<file path="config.mk">
export PLATFORM = sky130hd
export DESIGN_NAME = midas_pixel_fetch
export DESIGN_NICKNAME = d
export VERILOG_FILES = /design/src/rtl/midas_pixel_fetch.sv
export SDC_FILE = /design/constraint.sdc
export NUM_CORES = 1
export LEC_CHECK = 0
export BUFFER_PORTS_ARGS = -buffer_cell sky130_fd_sc_hd__buf_2
export CAP_MARGIN = 20
export CORE_MARGIN = 4
export CORE_UTILIZATION = 58
export DETAILED_ROUTE_END_ITERATION = 8
export PLACE_DENSITY = 0.82
export SYNTH_ARGS = -nofsm -noshare
export SYNTH_HDL_FRONTEND = slang
export SYNTH_SLANG_ARGS = --single-unit
</file>
<file path="constraint.sdc">
create_clock -name clk_pix -period 3.1 [get_ports clk_pix]
set_input_delay 0 -clock clk_pix [delete_from_list [all_inputs] [get_ports clk_pix]]
set_output_delay 0 -clock clk_pix [all_outputs]
set_load 0.1 [all_outputs]
</file>
<file path="src/rtl/midas_pixel_fetch.sv">
// midas_pixel_fetch: nearest-neighbour upscaler that turns panel timing into
// frame-buffer reads and RGB444 -> RGB565 panel pixels.
// Ports:
//   clk_pix, rstn                   pixel clock, async-assert active-low reset
//   frame_start, de_in, hsync_in, vsync_in   timing generator inputs
//   fb_en, fb_addr, fb_data         frame-buffer read port (data one cycle after fb_en)
//   de_out, hsync_out, vsync_out    timing delayed 3 cycles
//   r, g, b                         panel colour, zero outside active pixels
module midas_pixel_fetch #(
  parameter int SRC_W  = 320,
  parameter int SRC_H  = 240,
  parameter int DST_W  = 800,
  parameter int DST_H  = 600,
  parameter int ADDR_W = 17
) (
  input  logic              clk_pix,
  input  logic              rstn,
  input  logic              frame_start,
  input  logic              de_in,
  input  logic              hsync_in,
  input  logic              vsync_in,
  output logic              fb_en,
  output logic [ADDR_W-1:0] fb_addr,
  input  logic [11:0]       fb_data,
  output logic              de_out,
  output logic              hsync_out,
  output logic              vsync_out,
  output logic [4:0]        r,
  output logic [5:0]        g,
  output logic [4:0]        b
);
  localparam int XW  = $clog2(SRC_W);
  localparam int YW  = $clog2(SRC_H);
  localparam int AXW = $clog2(DST_W + SRC_W);
  localparam int AYW = $clog2(DST_H + SRC_H);

  logic [1:0]        rs;
  logic              rst_ok;
  logic [AXW-1:0]    acc_x, base_x, sum_x;
  logic [XW-1:0]     src_x, base_sx;
  logic [AYW-1:0]    acc_y, sum_y;
  logic [YW-1:0]     src_y;
  logic [ADDR_W-1:0] row_base, pix_addr;
  logic              de_d, line_end, step_x, step_y, x_sat, y_sat;
  logic [2:0]        de_p, hs_p, vs_p;

  // Asserts immediately, releases two clk_pix edges after rstn rises.
  always_ff @(posedge clk_pix or negedge rstn)
    if (!rstn) rs <= '0;
    else       rs <= {rs[0], 1'b1};
  assign rst_ok = rs[1];

  // A frame_start coinciding with a pixel steps that pixel from a cleared state.
  always_comb begin
    line_end = de_d & ~de_in;
    base_x   = frame_start ? '0 : acc_x;
    base_sx  = frame_start ? '0 : src_x;
    sum_x    = base_x + AXW'(SRC_W);
    step_x   = sum_x >= AXW'(DST_W);
    x_sat    = base_sx == XW'(SRC_W - 1);
    sum_y    = acc_y + AYW'(SRC_H);
    step_y   = sum_y >= AYW'(DST_H);
    y_sat    = src_y == YW'(SRC_H - 1);
    pix_addr = frame_start ? '0 : row_base + ADDR_W'(src_x);
  end

  always_ff @(posedge clk_pix or negedge rst_ok)
    if (!rst_ok) begin
      de_d     <= 1'b0;
      fb_addr  <= '0;
      acc_x    <= '0;
      src_x    <= '0;
      acc_y    <= '0;
      src_y    <= '0;
      row_base <= '0;
    end else begin
      de_d <= de_in;
      if (de_in) fb_addr <= pix_addr;
      if (de_in) begin
        acc_x <= step_x ? sum_x - AXW'(DST_W) : sum_x;
        src_x <= (step_x && !x_sat) ? base_sx + 1'b1 : base_sx;
      end else if (frame_start || line_end) begin
        acc_x <= '0;
        src_x <= '0;
      end
      if (frame_start) begin
        acc_y    <= '0;
        src_y    <= '0;
        row_base <= '0;
      end else if (line_end) begin
        acc_y <= step_y ? sum_y - AYW'(DST_H) : sum_y;
        if (step_y && !y_sat) begin
          src_y    <= src_y + 1'b1;
          row_base <= row_base + ADDR_W'(SRC_W);
        end
      end
    end

  // Stage 0 of the timing delay doubles as the read enable.
  always_ff @(posedge clk_pix or negedge rst_ok)
    if (!rst_ok) begin
      de_p <= '0;
      hs_p <= '0;
      vs_p <= '0;
      r    <= '0;
      g    <= '0;
      b    <= '0;
    end else begin
      de_p <= {de_p[1:0], de_in};
      hs_p <= {hs_p[1:0], hsync_in};
      vs_p <= {vs_p[1:0], vsync_in};
      r    <= de_p[1] ? {fb_data[11:8], fb_data[11]}  : '0;
      g    <= de_p[1] ? {fb_data[7:4], fb_data[7:6]}  : '0;
      b    <= de_p[1] ? {fb_data[3:0], fb_data[3]}    : '0;
    end

  assign fb_en     = de_p[0];
  assign de_out    = de_p[2];
  assign hsync_out = hs_p[2];
  assign vsync_out = vs_p[2];
endmodule

</file>
### Word-level counts from Yosys, hierarchy flattened

Cells that the tools add are included.
W data, S select, Z words.

| storage, ports and cells | value |
|---|---|
| register bits after elaboration | 100 |
| input port bits | 18 |
| logic and storage cells | 58 |

| operators by class | value |
|---|---|
| add/subtract/negate cells | 8 |
| magnitude comparators | 2 |
| equal/unequal tests | 2 |
| mux-type cells | 21 |
| bitwise gates (word level) | 2 |
| reductions and logical operators | 9 |

Operators with widths:

| operator | number |
|---|---|
| $mux W17 | 4 |
| $mux W11 | 4 |
| $mux W9 | 4 |
| $mux W10 | 3 |
| $mux W8 | 3 |
| $add A17 B9 Y17 | 1 |
| $add A17 B9 Y17 const B | 1 |
| $add A11 B9 Y11 const B | 1 |
| $ge A11 B10 Y1 const B | 1 |
| $sub A11 B10 Y11 const B | 1 |
| $add A10 B8 Y10 const B | 1 |
| $ge A10 B10 Y1 const B | 1 |
| $mux W5 | 2 |
| $sub A10 B10 Y10 const B | 1 |
| $add A9 B1 Y9 const B | 1 |
| $eq A9 B9 Y1 const B | 1 |
| $add A8 B1 Y8 const B | 1 |
| $eq A8 B8 Y1 const B | 1 |
| $mux W6 | 1 |
| $reduce_bool A2 Y1 | 3 |
| $logic_and A1 B1 Y1 | 2 |
| $logic_not A1 Y1 | 2 |
| $reduce_and A2 Y1 | 1 |
| $and A1 B1 Y1 | 1 |
| 2 further kinds | 2 |

### Depth between registers and ports, before layout

Gate-level depths: netlist (run 1).

| depth | value |
|---|---|
| word-level depth | 6 |
| mapped depth | 11 |

### Least setup slack after synthesis (run 1)

OpenSTA, ideal clock, no wires.

| timing | value |
|---|---|
| path type | input port to flip-flop |
| from | input port frame_start |
| to | register acc_x[6] |
| setup time | 0.121 ns |
| data arrival time | 2.399 ns |
| required time | 2.979 ns |
| slack | 0.580 ns |
| cell stages on the path | 11 |
| path buffers | 4 |
| path through | clkbuf_1 -> buf_1 -> clkbuf_1 -> nor2b_1 -> ha_1 -> o21ai_1 -> mux2_2 -> a21o_1 -> buf_2 -> mux2i_1 -> a22o_1 |

| between the ends | value |
|---|---|
| longest elaborated chain between the ends | 5 |
| elaborated cells between the ends (all ways) | 8 |
| those cells by class | add/sub: 2; order compare: 1; mux: 3; reduce/logical: 2 |

Ends and longest elaborated chain:

| element | RTL line | text |
|---|---|---|
| start: declaration | 18 | `input logic frame_start,` |
| $mux W11 | 56 | `base_x = frame_start ? '0 : acc_x;` |
| $add A11 B9 Y11 | 58 | `sum_x = base_x + AXW'(SRC_W);` |
| $sub A11 B10 Y11 / $ge A11 B10 Y1 (equally long branches) | 80, 59 |  |
| $mux W11 | 80 | `acc_x <= step_x ? sum_x - AXW'(DST_W) : sum_x;` |
| $mux W11 | 79 | `if (de_in) begin` |
| end signal: assignment | 80 |  |
| end: declaration | 39 | `logic [AXW-1:0] acc_x, base_x, sum_x;` |

Parallel ways exist; a longest one is shown, timed or not.
A chain may end at the register's enable or synchronous reset.

### Final worst setup path (run 1)

| timing | value |
|---|---|
| from | register acc_y[4] |
| to | register acc_y[4] |

| between the ends | value |
|---|---|
| longest elaborated chain between the ends | 5 |
| elaborated cells between the ends (all ways) | 6 |
| those cells by class | add/sub: 2; order compare: 1; mux: 3 |

Ends and longest elaborated chain:

| element | RTL line | text |
|---|---|---|
| start: declaration | 41 | `logic [AYW-1:0] acc_y, sum_y;` |
| start signal: assignment | 91 | `acc_y <= step_y ? sum_y - AYW'(DST_H) : sum_y;` |
| $add A10 B8 Y10 * | 61 | `sum_y = acc_y + AYW'(SRC_H);` |
| $sub A10 B10 Y10 / $ge A10 B10 Y1 (equally long branches) | 91, 62 |  |
| $mux W10 * | 91 |  |
| $mux W10 * | 90 | `end else if (line_end) begin` |
| $mux W10 * | 86 | `if (frame_start) begin` |

Every way passes the cells marked *; elsewhere a longest branch is shown, timed or not. The select of a mux whose other input is x is not followed.

==> results.py, run 1 <==
metrics = {
    "timing": {
        "relSlewSlack_pct": 48.2,
        "rsz0062_at_grt": "false",
        "min_period_ns": 2.60,
        "maxSlewViolCount": 0,
        "tightest_slew_ns": 0.775,
        "finalCritPeriodShare_pct": 83.8,
        "finClkSkew_ns": 0.0123,
        "setup_viol": 0,
        "fmaxAchievable_mhz": 385,
        "finalHoldViolations": 0,
        "tns_ns": 0,
    },
    "critical_path": {
        "worstSetupPathType": "reg2reg",
        "cp-end-kind": "register",
        "cp_data_required_time_ns": 3.38,
        "cp_num_buf_inv": 2,
        "arrival_ns": 2.88,
        "cp_max_fo": 19,
        "crit_slowest_cell": "dfrtp_1",
        "cp_top_family": "simple AND/OR/NAND/NOR gates",
        "slowest_delay_ns": 0.46,
        "start_kind": "register",
        "crit_chain": "inv_1 > ha_1 > or3b_1 > a311o_1 > a21oi_2 > buf_4 > nor2_2 > or3_1 > a31oi_1",
    },
    "logic_synthesis": {
        "yosys.area.top_type": "dfrtp_1",
        "ys_types": 61,
        "yosys.cell_count.top_type": "dfrtp_1",
        "ys.flop_type": "dfrtp_1",
        "synth_commonest_cells": "dfrtp_1, nand2_1, nor2_1",
        "syn-num-nets": 470,
        "seq_area_frac_synth_pct": 48.8,
        "synthTopCellsByArea": "dfrtp_1, ha_1, xnor2_1",
        "synth.avg_cell_area_um2": 10.0,
        "synthArstFlopShare_pct": 100,
        "ys_ff_latch": 86,
        "synth_top_area_share_pct": 48.8,
        "synth_edf_count": 0,
        "ys_warn_count": 0,
        "syn_inst": 439,
        "netlist_area_um2": 4410,
    },
    "routing": {
        "post-route-drc-count": 0,
        "drtPass1Iterations": 4,
        "wl_mm": 10.0,
        "viasPerCell": 5.75,
        "drt-initial-drc-count": 200,
        "wl_per_cell_um": 16.6,
        "ant_nets": 0,
        "via_count": 3475,
    },
    "layout": {
        "antenna_cells": 0,
        "fin_nets": 531,
        "syn_to_final_growth_pct": 16.1,
        "stdcell_count": 604,
        "drive_gt1_share_pct": 18.0,
    },
    "grt": {
        "grt_use_total_pct": 24.3,
        "grt_overflow_total": 0,
        "grt_pass1_wl_mm": 17.2,
        "grt_antenna_before_repair": 0,
        "grt_max_degree": 85,
        "first_global_vias": 3466,
    },
    "run_status": {
        "status": "finished clean",
    },
    "die": {
        "start_util_pct": 60.1,
        "die_w_um": 95.2,
        "coreArea_um2": 7330,
        "die_y_um": 95.2,
        "ios": 55,
        "core.rowCount": 31,
        "dieArea_um2": 9060,
    },
    "clock_tree": {
        "post_cts_buffers": 0,
        "worstSkewPairLatency_ns": 0.36,
        "cts_buffers": 9,
        "cts-root-buf": "clkbuf_8",
        "htreeDepth": 3,
        "cts_sinks": 86,
        "cts.path.max_buffers": 2,
        "tritoncts": "built",
        "cts.clk_slew.worst_paths_ns": 0.09,
    },
    "placement": {
        "io_buffer_count": 54,
        "hpwl_mm": 6.46,
        "gp_congestion": 0.854,
        "dpl.cell_count": 571,
    },
    "hold_path": {
        "hold_path.class": "in2reg",
    },
    "pwr": {
        "power_leakage_uw": 0.00241,
        "vdd_ir_drop_max_v": 0.000338,
        "pwr_density_cell_nw_per_um2": 489,
    },
    "run": {
        "cap_violations": 0,
    },
}
where the power goes:
part / internal [µW] / switching, µW
Sequential: 1160 / 37.5
Clock: 468 / 439
Combinational: 118 / 285
Total: 1740 / 761
registers in the layout (all words and copies together) (netlist names), 7 cells and up:
signal	cells
acc_y	7
src_x	9
fb_addr	17
row_base	11
acc_x	11
src_y	8
path summary, 6_finish.rpt:
| check | startpoint | end | slack (ns) | depth (start not counted) |
|---|---|---|---|---|
| setup / recovery | acc_y[4]$_DFFE_PN0P_ | acc_y[4]$_DFFE_PN0P_ | 0.50 | 9 |
| hold / removal | de_in | de_p[0]$_DFF_PN0_ | 0.04 | 1 |
| setup reg to reg | acc_y[4]$_DFFE_PN0P_ | acc_y[4]$_DFFE_PN0P_ | 0.50 | 9 |
| hold reg to reg | rs[1]$_DFF_PN0_ | hs_p[0]$_DFF_PN0_ | 0.16 | 0 |
| max in group asynchronous | rs[1]$_DFF_PN0_ | src_x[0]$_DFFE_PN0P_ | 2.34 | 1 |
| min in group asynchronous | rs[1]$_DFF_PN0_ | hs_p[0]$_DFF_PN0_ | 0.16 | 0 |
layout by cell type, fill, tap and decap left out, types with 4 or more instances in the layout:
cell            n
clkbuf_8        9
buf_4           4
nand4_1         7
ha_1           13
o21ai_1        13
a31oi_1         7
mux2_2          4
mux2i_1         6
nor2_1         30
buf_2          54
xnor2_1        18
nor2b_1        14
a21o_1          4
dfrtp_1        85
or3_1          11
nand3_1        21
a22o_1          8
inv_1           6
o2bb2ai_1       6
and2_1         18
nand2_1        37
and3_1          4
dlygate4sd3_1  16
nand3b_1        6
a21oi_1        14
nor3_1          9
xor2_1         16
o21ai_0        10
final cells by class:
class / count / area (µm²)
flip-flops and latches: 86 / 2160
repair buffers: 75 / 488
multi-input cells: 320 / 2090
well taps: 99 / 124
inverters: 8 / 30.0
fillers: 523 / 2210
clock inverters: 7 / 105
clock buffers: 9 / 124
stage by stage:
| step | setup WS, ns | hold WS [ns] | total power [µW] | instance area [µm²] | utilization, % |
|---|---|---|---|---|---|
| floorplan | 0.527 | -0.296 | 1520 | 4410 | - |
| global placement | 0.658 | -0.215 | 1580 | 4700 | 64.1 |
| detailed placement | 0.518 | -0.212 | 1590 | 4700 | 64.1 |
| CTS | 0.487 | 0.0225 | 2510 | 5090 | 69.4 |
| global route | 0.275 | 0.0410 | 2600 | 5120 | 69.8 |
| finish | 0.501 | 0.0403 | 2500 | 5120 | 69.8 |
metal layers:
layer	GRT usage [%]	share of wire, %
met1	31.7	42
met5	0	0
met2	42.3	53
met4	3.97	0.64
met3	5.13	4.3
cell families after synthesis:
kind of cell               share of synthesized area, %
and+or+nand+nor                                    21.5
DFF                                                48.8
AOI/OAI and AO/OA                                  13.0
xor gates and xnor gates                           6.76
buffers and inverters                              3.72
adders and majority gates                          3.69
muxes                                              2.38
other                                             0.170
timing repair:
action / in CTS / in global routing
hold endpoints to repair: 16 / 0
gates resized for setup: 0 / 0
hold buffers: 16 / 0
No activity file was read; power rests on OpenSTA's default activity.
==> run 2: changes to the inputs <==
- CORE_UTILIZATION: 58 -> 52
- PLACE_DENSITY: 0.82 -> 0.78
- clock period: 3.1 -> 2.2 ns (I/O delays scaled with it)
==> results.py, run 2 (same netlist as run 1, synthesis figures left out) <==
metrics = {
    "die": {
        "die_y_um": 100,
        "ios": 55,
        "start_util_pct": 53.6,
        "coreArea_um2": 8220,
        "die_w_um": 100,
        "core.rowCount": 33,
        "dieArea_um2": 10000,
    },
    "timing": {
        "maxSlewViolCount": 0,
        "fmaxAchievable_mhz": 440,
        "setup_viol": 14,
        "relSlewSlack_pct": 61.4,
        "tightest_slew_ns": 0.574,
        "setup_ws_ns": -0.0728,
        "rsz0062_at_grt": "true",
        "finClkSkew_ns": 0.0134,
        "finalCritPeriodShare_pct": 103,
        "min_period_ns": 2.27,
        "finalHoldViolations": 0,
    },
    "placement": {
        "gp_congestion": 0.812,
        "hpwl_mm": 6.80,
        "io_buffer_count": 54,
        "dpl.cell_count": 608,
    },
    "layout": {
        "fin_nets": 570,
        "mostFrequentLayoutCell": "dfrtp_1",
        "largest_register_ffs": 17,
        "reg.largest.list": "fb_addr (17), acc_x (11), row_base (11)",
        "syn_to_final_growth_pct": 25.9,
        "regMostFlops": "fb_addr",
        "antenna_cells": 0,
        "final_cell_mix": "dfrtp_1, buf_2, buf_4",
        "stdcell_count": 649,
        "drive_gt1_share_pct": 28.5,
    },
    "critical_path": {
        "cp_data_required_time_ns": 2.44,
        "start_kind": "register",
        "cp-end-kind": "register",
        "arrival_ns": 2.52,
        "worstSetupPathType": "reg2reg",
        "cp_max_fo": 7,
    },
    "routing": {
        "drt-initial-drc-count": 177,
        "wl_mm": 10.4,
        "via_count": 3615,
        "ant_nets": 0,
        "post-route-drc-count": 0,
        "drtPass1Iterations": 4,
        "wl_per_cell_um": 16.1,
        "viasPerCell": 5.57,
    },
    "clock_tree": {
        "htreeDepth": 3,
        "tritoncts": "built",
        "cts.path.max_buffers": 2,
        "worstSkewPairLatency_ns": 0.37,
        "cts_sinks": 86,
        "cts_buffers": 9,
        "cts.clk_slew.worst_paths_ns": 0.10,
        "cts-root-buf": "clkbuf_8",
    },
    "hold_path": {
        "hold_path.class": "in2reg",
    },
    "grt": {
        "grt_overflow_total": 0,
        "grt_max_degree": 70,
        "grt_use_total_pct": 20.9,
        "grt_pass1_wl_mm": 16.7,
        "grt_antenna_before_repair": 0,
        "first_global_vias": 3534,
    },
    "pwr": {
        "pwr_density_cell_nw_per_um2": 631,
        "vdd_ir_drop_max_v": 0.000420,
        "p_total_uw": 3500,
        "power_leakage_uw": 0.00260,
    },
    "run": {
        "cap_violations": 0,
    },
    "run_status": {
        "status": "finished, violations left",
        "violations": "setup timing",
    },
}
==> run 2: worst paths after layout <==
kind,startpoint,end,slack (ns),cells after the start
max in group asynchronous,rs[1]$_DFF_PN0_,acc_x[2]$_DFFE_PN0P_,1.38,1
worst min register to register,rs[1]$_DFF_PN0_,row_base[13]$_DFFE_PN0P_,0.19,0
worst min-delay path,de_in,de_p[0]$_DFF_PN0_,0.05,2
worst max register to register,acc_y[5]$_DFFE_PN0P_,row_base[12]$_DFFE_PN0P_,-0.07,10
min in group asynchronous,rs[1]$_DFF_PN0_,row_base[13]$_DFFE_PN0P_,0.19,0
worst max-delay path,acc_y[5]$_DFFE_PN0P_,row_base[12]$_DFFE_PN0P_,-0.07,10
==> run 2: per-stage QoR <==
step                      setup slack, ns  area [µm²]  hold slack [ns]  setup TNS (ns)  utilization (%)
final                             -0.0728        5550           0.0464          -0.502             67.5
after global routing               -0.155        5550           0.0428           -2.62             67.5
after CTS                        0.000288        5380           0.0283               0             65.4
after detailed placement          -0.0517        4960           -0.213          -0.284             60.3
after global placement           -0.00778        4960           -0.216         -0.0142             60.3
after floorplan                   -0.0184        4430           -0.296         -0.0191                -
==> run 2: metal layers <==
| layer | routed length [µm] | up-vias | track usage [%] |
|---|---|---|---|
| met5 | 0 | - | 0 |
| met3 | 485 | 15 | 4.38 |
| met4 | 146 | 0 | 6.63 |
| met2 | 5510 | 111 | 36.3 |
| li1 | - | 1742 | - |
| met1 | 4310 | 1747 | 26.2 |
==> run 2: power by group <==
part           total [µW]  internal, µW  switching [µW]
clock network        1110           451             659
logic                 718           267             451
registers            1680          1630            47.0
==> run 2: area by class of cell <==
type | count | area [µm²]
repair buffers | 114 | 790
clock buffers | 9 | 124
flip-flops and latches | 86 | 2160
inverters | 8 | 30.0
clock inverters | 7 | 76.3
well taps | 105 | 131
fillers | 595 | 2670
multi-input cells | 320 | 2240
==> run 2: critical path, cell delays in order (launching register included) <==
cell and delay (ns):
dfrtp_1 0.44, inv_1 0.10, ha_2 0.18, or3b_1 0.35
a311o_1 0.32, a21oi_4 0.22, buf_6 0.16, buf_12 0.12
nor3_2 0.05, xnor2_1 0.15, nor2_1 0.07
==> run 2: repair_timing <==
item                                    4_1_cts  5_1_grt
resized for setup                             9       26
hold endpoints to repair                     16        0
gates cloned                                  0        0
buffers inserted                              1        8
endpoints found under the setup margin       20       37
hold buffers                                 16        0
pin swaps                                     0       11
